[config.mk]
export PLATFORM = sky130hd
export DESIGN_NAME = add_pipe
export DESIGN_NICKNAME = d
export VERILOG_FILES = /design/src/rtl/add_pipe.sv
export SDC_FILE = /design/constraint.sdc
export NUM_CORES = 1
export LEC_CHECK = 0
export ABC_CLOCK_PERIOD_IN_PS = 2400
export CAP_MARGIN = 20
export CORE_MARGIN = 8
export CORE_UTILIZATION = 50
export CTS_CLUSTER_DIAMETER = 100
export DETAILED_ROUTE_END_ITERATION = 10
export PLACE_DENSITY = 0.78
export SLEW_MARGIN = 20
export SYNTH_ARGS = -nofsm -noshare
export SYNTH_HDL_FRONTEND = slang
export SYNTH_SLANG_ARGS = --single-unit
[constraint.sdc]
create_clock -name clk -period 2.4 [get_ports clk]
set_input_delay 0.24 -clock clk [delete_from_list [all_inputs] [get_ports clk]]
set_output_delay 0.24 -clock clk [all_outputs]
set_load 0.01 [all_outputs]
[src/rtl/add_pipe.sv]
// Pipelined ripple-carry adder, STAGES segments of SEG bits, valid/ready stream.
// Define ADD_PIPE_SAT_EN for the ovf port and signed saturation of sum.
module add_pipe #(
   parameter int WIDTH  = 16,
   parameter int STAGES = 4
) (
   input  logic             clk,
   input  logic             rst_n,
   input  logic             in_valid,
   output logic             in_ready,
   input  logic [WIDTH-1:0] a,
   input  logic [WIDTH-1:0] b,
   input  logic             cin,
   output logic             out_valid,
   input  logic             out_ready,
   output logic [WIDTH-1:0] sum,
   output logic             cout
`ifdef ADD_PIPE_SAT_EN
   ,
   output logic             ovf
`endif
);

   localparam int SEG  = WIDTH / STAGES;
   localparam int LAST = STAGES - 1;

   logic              adv;
   logic [STAGES-1:0] vld_q;
   logic [STAGES-1:0] c_q;
   logic [WIDTH-1:0]  a_q [STAGES];
   logic [WIDTH-1:0]  b_q [STAGES];
   logic [WIDTH-1:0]  s_q [STAGES];

   logic [WIDTH-1:0]  ia  [STAGES];
   logic [WIDTH-1:0]  ib  [STAGES];
   logic [WIDTH-1:0]  is  [STAGES];
   logic [STAGES-1:0] ic;
   logic [WIDTH-1:0]  ns  [STAGES];
   logic [STAGES-1:0] nc;

   assign adv      = !vld_q[LAST] || out_ready;
   assign in_ready = adv;

   // each stage reads only registered operands, so no carry crosses a boundary
   always_comb begin
      ia[0] = a;
      ib[0] = b;
      is[0] = '0;
      ic[0] = cin;
      for (int k = 1; k < STAGES; k++) begin
         ia[k] = a_q[k-1];
         ib[k] = b_q[k-1];
         is[k] = s_q[k-1];
         ic[k] = c_q[k-1];
      end
   end

   always_comb begin
      logic [SEG:0] part;
      part = '0;
      for (int k = 0; k < STAGES; k++) begin
         part = {1'b0, ia[k][k*SEG +: SEG]}
              + {1'b0, ib[k][k*SEG +: SEG]}
              + {{SEG{1'b0}}, ic[k]};
         ns[k] = is[k];
         ns[k][k*SEG +: SEG] = part[SEG-1:0];
         nc[k] = part[SEG];
      end
   end

`ifdef ADD_PIPE_SAT_EN
   logic             ovf_n;
   logic             ovf_q;
   logic [WIDTH-1:0] fin_s;

   always_comb begin
      ovf_n = (ia[LAST][WIDTH-1] == ib[LAST][WIDTH-1])
           && (ns[LAST][WIDTH-1] != ia[LAST][WIDTH-1]);
      fin_s = ns[LAST];
      if (ovf_n)
         fin_s = ia[LAST][WIDTH-1] ? {1'b1, {(WIDTH-1){1'b0}}}
                                   : {1'b0, {(WIDTH-1){1'b1}}};
   end

   always_ff @(posedge clk or negedge rst_n) begin
      if (!rst_n)
         ovf_q <= 1'b0;
      else if (adv)
         ovf_q <= ovf_n;
   end

   assign ovf = ovf_q;
`else
   logic [WIDTH-1:0] fin_s;

   assign fin_s = ns[LAST];
`endif

   always_ff @(posedge clk or negedge rst_n) begin
      if (!rst_n) begin
         vld_q <= '0;
         c_q   <= '0;
         for (int k = 0; k < STAGES; k++) begin
            a_q[k] <= '0;
            b_q[k] <= '0;
            s_q[k] <= '0;
         end
      end else if (adv) begin
         vld_q[0] <= in_valid;
         for (int k = 1; k < STAGES; k++)
            vld_q[k] <= vld_q[k-1];
         c_q <= nc;
         for (int k = 0; k < STAGES; k++) begin
            a_q[k] <= ia[k];
            b_q[k] <= ib[k];
            s_q[k] <= (k == LAST) ? fin_s : ns[k];
         end
      end
   end

   assign out_valid = vld_q[LAST];
   assign sum       = s_q[LAST];
   assign cout      = c_q[LAST];

endmodule

Yosys cells after proc, flatten, opt, wreduce, memory -nomap -nowiden. Cells that the tools add are included.

Register bits after elaboration: 144. Output and inout bits: 19. Logic and storage cells: 22.

$add $sub $neg: 8. Reductions and logical operators: 2.

Operators by type and width (number): $add 4x4->5 (4); $add 5x1->5 (4); $logic_not 1->1 (1); $logic_or 1x1->1 (1).

Depth between registers and ports, before layout.
Depth in word-level cells: 2. Gate-level depth with buffers: 7. Mapped depth without buffers: 6.

Least setup slack after synthesis. No wires, ideal clock.

Path type: flip-flop to flip-flop. Start point: register c_q[2]. End point: register c_q[3]. Setup time: 122 ps. Data arrival time: 1598 ps. Path slack: 679 ps. Cell stages (with the launch flop): 6. Path buffers: 0. Period minus slack after synthesis: 1721 ps. Cells stage by stage: dfrtp_1 fa_1 fa_1 a21o_1 a21oi_1 a21oi_1.

Cells in the longest elaborated chain, start to end: 1.

RTL lines: from (decl) (line 29) `logic [STAGES-1:0] c_q;`; from (signal assigned) (line 112) `c_q <= nc;`; $add 5x1->5 (line 64) `+ {{SEG{1'b0}}, ic[k]};`.

Every way passes these cells. A chain may end at the register's enable or synchronous reset.

Worst setup path after layout. Ends and elaborated chain as after synthesis.

==> results_dict.tcl <==
set metrics [dict create \
    status "finished, final reports clean" \
    period_minus_slack_ps 1833 \
    maxCapViolations 0 \
    nets 550 \
    yosysWarnings 0 \
    holdPathStages 3 \
    cts_made_buffers 9 \
    endpoint_kind "flip-flop" \
    min-delay-start "a[15]" \
    grt_start_max_net_pins 91 \
    post-route-period-util_pct 76.39 \
    finalSetupViolations 0 \
    fin_skew_ps 17.29 \
    required_ps 2640 \
    min_to "a_q[63]$_DFFE_PN0P_" \
    worstSetupPathType "flip-flop to flip-flop" \
    ir_drop_mv 0.4940 \
    grt_pass1_wl_mm 13.50 \
    synth_area_per_cell_um2 9.250 \
    start_util_pct 50.63 \
    pin_count 56 \
    setup_ws_ps 566.7 \
    firstDrtPassIters 4 \
    clock-sinks 96 \
    wirelength_mm 7.474 \
    place_ws_ps 490.5 \
    die_w_um 106.5 \
    worst-r2r-cell-count 5 \
    max_freq_ghz 0.5455 \
    grt_pass1_vias 3000 \
    arrival_ps 2070 \
    cts_setup_buffers 0 \
    final_common_cell "nand2_1" \
    worstSkewPairLatency_ps 370 \
    final_antenna_net_count 0 \
    ys_ff_latch 96 \
    power_density_nw_per_um2 1245 \
    wire_per_inst_um 12.39 \
    leakagePower_nw 2.550 \
    die_h_um 106.5 \
    clock-root-buffer "clkbuf_8" \
    worst_pin_slew_ps 588.2 \
    hpwl_mm 5.000 \
    cp-start-kind "flip-flop" \
    n_antenna_cell 0 \
    seq_area_frac_synth_pct 58.63 \
    drive_gt1_share_pct 4.418 \
    ys_types 20 \
    antenna_found_initial 0 \
    die_area_um2 11350 \
    r2r_setup_slack_ps 570 \
    syn_to_final_growth_pct 20.95 \
    grt_util_all_layers_pct 14.63 \
    cts_buffer_depth 2 \
    cts_tree "built" \
    rsz0062_at_grt "false" \
    utilization_pct 61.24 \
    h-tree-depth 3 \
    fp-row-count 33 \
    met1Wirelength_mm 3.429 \
    viasPerCell 4.731 \
    coreArea_um2 8093 \
    slew_viol_final 0 \
    route.met3.wl_um 324 \
    globalplace.congestion 0.7518 \
    vias 2853 \
    syn_area_um2 4098 \
    relSlewSlack_pct 60.79 \
    holdCritPathClass "input pin to flip-flop" \
    clk_pin_slew_worst_paths_ps 100 \
    numPortBuffers 55 \
    wl_met2_mm 3.511 \
    path_max_fanout 2 \
    r2r_end "c_q[3]$_DFFE_PN0P_" \
    fin_tns_setup_ps 0 \
    top_layer "met4" \
    synth_cells 443 \
    drc 0 \
    final_hold_viol_count 0 \
    grt_overflow 0 \
    crit_start "c_q[2]$_DFFE_PN0P_" \
    layout_common_cells "nand2_1 (238), dfrtp_1 (96), clkdlybuf4s50_1 (54)" \
    drt_iter0_drc 142 \
    synth_nets 500 \
    r2r-start "c_q[2]$_DFFE_PN0P_" \
]
power by group:
group / leakage, nW / total (mW) / switching (mW) / internal (mW)
Sequential: 1.16 / 2.71 / 0.393 / 2.32
Clock: 0.121 / 1.26 / 0.566 / 0.698
Combinational: 1.27 / 2.19 / 1.18 / 1.02
cell usage after synthesis (all sizes together):
cell type	instances	area (um2)
inv	11	41.29
xor2	6	52.55
nand2b	1	6.260
buf	14	106.4
xnor2	1	8.760
nor2b	4	27.53
a21oi	14	70.07
dfrtp	96	2402
a21o	5	37.54
fa	8	160.2
clkbuf	7	26.28
nand2	238	893.4
ha	12	150.1
nor2	12	45.04
o21ai	14	70.06
cell type report:
| class | count | area, um2 |
|---|---|---|
| Sequential cell | 96 | 2402 |
| Timing Repair Buffer | 60 | 613.1 |
| Clock buffer | 10 | 127.6 |
| Inverter | 11 | 42.54 |
| Tap cell | 105 | 131.4 |
| Multi-Input combinational cell | 315 | 1526 |
| Fill cell | 693 | 3137 |
| Clock inverter | 6 | 112.6 |
state kept, by name, summed over array words and instances, names as in the netlist:
signal,count
a_q,24
b_q,24
sum,16
fin_s,12
is,12
c_q,4
vld_q,4
cells by family (layout without fill, tap and decap cells):
| kind of cell | count (synthesis) | count (layout) | synth area share [%] |
|---|---|---|---|
| buf+inv | 32 | 87 | 4.244 |
| fa+ha+maj | 20 | 20 | 7.572 |
| xor+xnor | 7 | 7 | 1.496 |
| flops | 96 | 96 | 58.63 |
| simple gates | 255 | 255 | 23.73 |
| compound gates | 33 | 33 | 4.336 |
timing repair:
action | CTS | global route
gates resized for setup | 0 | 0
endpoints found under the hold margin | 45 | 0
hold buffers | 1 | 0
worst max-delay path, cell delays in order (launching register included):
cell and delay (ps):
dfrtp_1 400, fa_1 470, fa_1 430, a21o_1 200, a21oi_1 140, a21oi_1 80
metal layers:
metal / global-route usage [%] / vias up
met5: 0 / -
met4: 8.241 / 0
met3: 3.509 / 18
met2: 23.32 / 57
met1: 17.92 / 1313
li1: - / 1465
through the flow:
step | area (um2) | cells | power [mW] | hold WS [ps]
after global routing | 4956 | 603 | 6.691 | 393.8
after global placement | 4706 | 586 | 4.834 | 283.7
final | 4956 | 603 | 6.169 | 392.3
after CTS | 4956 | 603 | 6.245 | 384.5
after floorplan | 4098 | 443 | 4.193 | -55.59
after detailed placement | 4706 | 586 | 4.974 | 285.3
worst max-delay path by stage:
stage / endpoint / slack, ps / cells after the start
4_1_cts: c_q[3]$_DFFE_PN0P_ / 550 / 5
3_5_place_dp: is[35]$_DFFE_PN0P_ / 490 / 6
6_report: c_q[3]$_DFFE_PN0P_ / 570 / 5
2_1_floorplan: c_q[3]$_DFFE_PN0P_ / 680 / 5
3_3_place_gp: is[35]$_DFFE_PN0P_ / 590 / 6
5_1_grt: c_q[3]$_DFFE_PN0P_ / 490 / 5
Power figures use the tool's default switching activity.
==> variant 1: new RTL, same settings <==
Add a define of `ADD_PIPE_SAT_EN`.
--- a/src/rtl/add_pipe.sv
+++ b/src/rtl/add_pipe.sv
@@ -2,2 +2,4 @@
 // Define ADD_PIPE_SAT_EN for the ovf port and signed saturation of sum.
+`define ADD_PIPE_SAT_EN
+
 module add_pipe #(
Check against the original RTL (old outputs only; new: ovf): not equivalent (a bounded check fails within 10 cycles, from zero or initial values and one cycle with rst_n low).
==> variant 1 against the unedited design <==
- design area increased by 6.3%
- area after synthesis increased by 8.6%
- setup slack got worse by 0.16 ns
- sequential share of layout area decreased by 2.4 points
- global-route usage increased by 0.30 points
- total power increased by 11%
- highest routed layer unchanged
- die area increased by 7.3%
- clock power decreased by 13%
- critical path type unchanged
- sequential cell count increased by 1
- largest cell class unchanged
- combinational power increased by 34%
- routed wire length increased by 12%
==> variant 1: results (changes against the unedited design) <==
Fillers - 772 (+11%)
DP Area - 5054 um2 (+7.4%)
Syn_area_per_cell - 9.487 um2 (+2.6%)
Top post-synthesis cells by area - dfrtp_1 55%, nand2_1 17%, fa_1 3.6%, ha_1 3.4%, o211ai_2 3.1%
Lkg Pwr - 0.002588 uW (+1.5%)
Sequential element share of the synthesized area - 0.5456 (-0.04070)
Multi-input gate count - 331 (+5.1%)
Critical Path End - sum[1]$_DFFE_PN0P_
Combinational fraction of design power - 0.428 (+0.073)
Max Clk Rate - 502.5 MHz (-7.9%)
Power Total - 6848 uW (+11%)
Initial drt markers - 175 (+23%)
Max FO, Critical Path - 16 (+14)
Place WS - 0.4195 ns (-0.07108 ns)
PortBufs - 56 (+1.8%)
Clk_skew - 0.01376 ns (-0.003528 ns)
Post-Place Cells - 615 (+4.9%)
Via density - 4.986 (+5.4%)
Hold path endpoint - b_q[62]$_DFFE_PN0P_
Worst-Margin Slew - 0.7688 ns (+0.1806 ns)
Int Pwr - 4241 uW (+5.1%)
Status - completed
Sequential Area - 2427 um2 (+1.0%)
R2R Path Start - a_q[31]$_DFFE_PN0P_
Sequential power - 2830 uW (+4%)
Worst R2R Path Depth - 3 (-2)
Hold Path Origin - b[14]
Netlist cell types - 32 (+60%)
CTS sink cnt - 97 (+1.0%)
Worst endpoint data arrival time - 2.20 ns (+0.13 ns)
Layout cells sized above 1 - 0.07824 (+0.03407)
Layout area overhead - 18.42%
Non-clock buffer count - 64 (+6.7%)
Vias in the first global route - 3127 (+4.2%)
Hold slack - 0.4040 ns (+0.01167 ns)
DP HPWL - 5.822 mm (+16%)
Nets - 576 (+4.7%)
## variant 1: cells by family (layout without fill, tap and decap cells)
family,after synthesis,in the layout,synth area share
AO/OA/AOI/OAI,63,63,0.09843
XOR/XNOR,7,7,0.01378
adder cells (fa/ha/maj),20,20,0.06974
buffers and inverters,41,96,0.04808
flip-flops,97,97,0.5456
AND/OR/NAND/NOR,241,241,0.2244
## variant 1: routing by layer
metal  up-vias  global-route usage  share of wire
met1      1486              0.1986           0.48
met4         0             0.05899          0.017
met3         8             0.03663          0.054
met5         -                   0              0
met2        65              0.2302           0.45
li1       1592                   -              -
## variant 1: critical path, cell delays in order, from the launching register on
cell	delay, ns
dfrtp_1	0.67
ha_1	0.35
nor2_2	0.62
o211ai_1	0.19
## variant 1: what timing repair did
item                                   4_1_cts  5_1_grt
setup endpoints to repair                    0        0
buffers inserted                             0        0
endpoints found under the hold margin       44        0
hold buffers                                 1        0
==> variant 2: new RTL, same flow settings <==
Made on the original files. Set the parameter `WIDTH` to 32 (it was 16).
--- a/src/rtl/add_pipe.sv
+++ b/src/rtl/add_pipe.sv
@@ -3,3 +3,3 @@
 module add_pipe #(
-   parameter int WIDTH  = 16,
+   parameter int WIDTH  = 32,
    parameter int STAGES = 4
Ports: changed (resized a, b and sum); port bits go from 56 to 104. The function was not compared with the original's and may differ.
==> variant 2 against the unedited design <==
- area after synthesis rose by 96%
- combinational power rose by 120%
- setup slack got worse by 0.47 ns
- critical path type unchanged
- die area rose by 79%
- design area rose by 100%
- cell count rose by 100%
- via count rose by 110%
- total power rose by 110%
- largest cell class unchanged
- highest routed layer unchanged
- first-iteration DRC count rose to 3.1 times the old value
- routed wire length rose by 120%
- sequential cell count rose by 88
==> variant 2: results (changes against the unedited design) <==
Met2 wire length - 8.244 mm (+130%)
Max FO, Critical Path - 3 (+1)
Inserted Clock Buffers - 17 (+8)
Reg2reg end - fin_s[22]$_DFFE_PN0P_
Hold Path Origin - b[28]
Int Pwr - 8363 uW (+110%)
Complex-gate fraction of the synthesized area - 0.06748 (+0.02412)
Root Driver - clkbuf_16
Status - completed
Top post-synthesis cells by area - dfrtp_1 57%, nand2_1 23%, ha_1 4.4%, o21ai_0 2.5%, fa_1 2.0%
DP Area - 9324 um2 (+98%)
Post-synthesis xor/xnor area fraction - 0.01745 (+0.002492)
Netlist cell types - 31 (+55%)
Layout cells sized above 1 - 0.04975 (+0.005575)
Final WL - 16.15 mm (+120%)
Post-synth top cells - 485 x nand2_1, 184 x dfrtp_1, 40 x o21ai_0
Max IR drop VDD - 0.7224 mV (+46%)
CTS HTree Levels - 4 (+1)
Initial drt markers - 444 (+210%)
Syn Nets - 1002 (+100%)
Worst endpoint data arrival time - 2.62 ns (+0.55 ns)
Sequential Area - 4604 um2 (+92%)
Global routing met3 resource utilization - 0.03740 (+0.002308)
Skew-Pair Late Insertion Delay - 0.44 ns (+0.07 ns)
Max_slew headroom - 0.6024 (-0.005495)
Drt wl/cell - 13.22 um (+6.6%)
Switching Power - 4494 uW (+110%)
Hold path endpoint - b_q[124]$_DFFE_PN0P_
Nets - 1097 (+99%)
Fillers - 1341 (+94%)
Clk_skew - 0.01019 ns (-0.007100 ns)
Combinational fraction of design power - 0.368 (+0.013)
PortBufs - 103 (+87%)
Syn_area_per_cell - 8.951 um2 (-3.2%)
Via density - 4.872 (+3.0%)
Wl on met1 - 6.953 mm (+100%)
Met2 GRT Util - 0.2901 (+0.05684)
R2R Path Start - c_q[1]$_DFFE_PN0P_
Met3 routed WL - 588 um (+81%)
variant 2: worst max-delay path by stage:
stage | start | end | slack, ns | cells past startpoint
finish | c_q[1]$_DFFE_PN0P_ | fin_s[22]$_DFFE_PN0P_ | 0.1 | 7
global route | c_q[1]$_DFFE_PN0P_ | fin_s[22]$_DFFE_PN0P_ | 0.002 | 7
CTS | c_q[1]$_DFFE_PN0P_ | fin_s[22]$_DFFE_PN0P_ | 0.1 | 7
detailed placement | a[0] | c_q[0]$_DFFE_PN0P_ | -0.18 | 8
global placement | a[0] | c_q[0]$_DFFE_PN0P_ | -0.11 | 8
floorplan | c_q[0]$_DFFE_PN0P_ | is[46]$_DFFE_PN0P_ | 0.29 | 7
variant 2: area by class of cell:
class / count / share of cell area
antenna: 1 / 0.0002511
clock buffer: 22 / 0.04858
tap: 216 / 0.02712
sequential: 184 / 0.4620
timing repair buffer: 117 / 0.1221
inverter: 9 / 0.003892
multi-input combinational: 663 / 0.3217
clock inverter: 10 / 0.01431
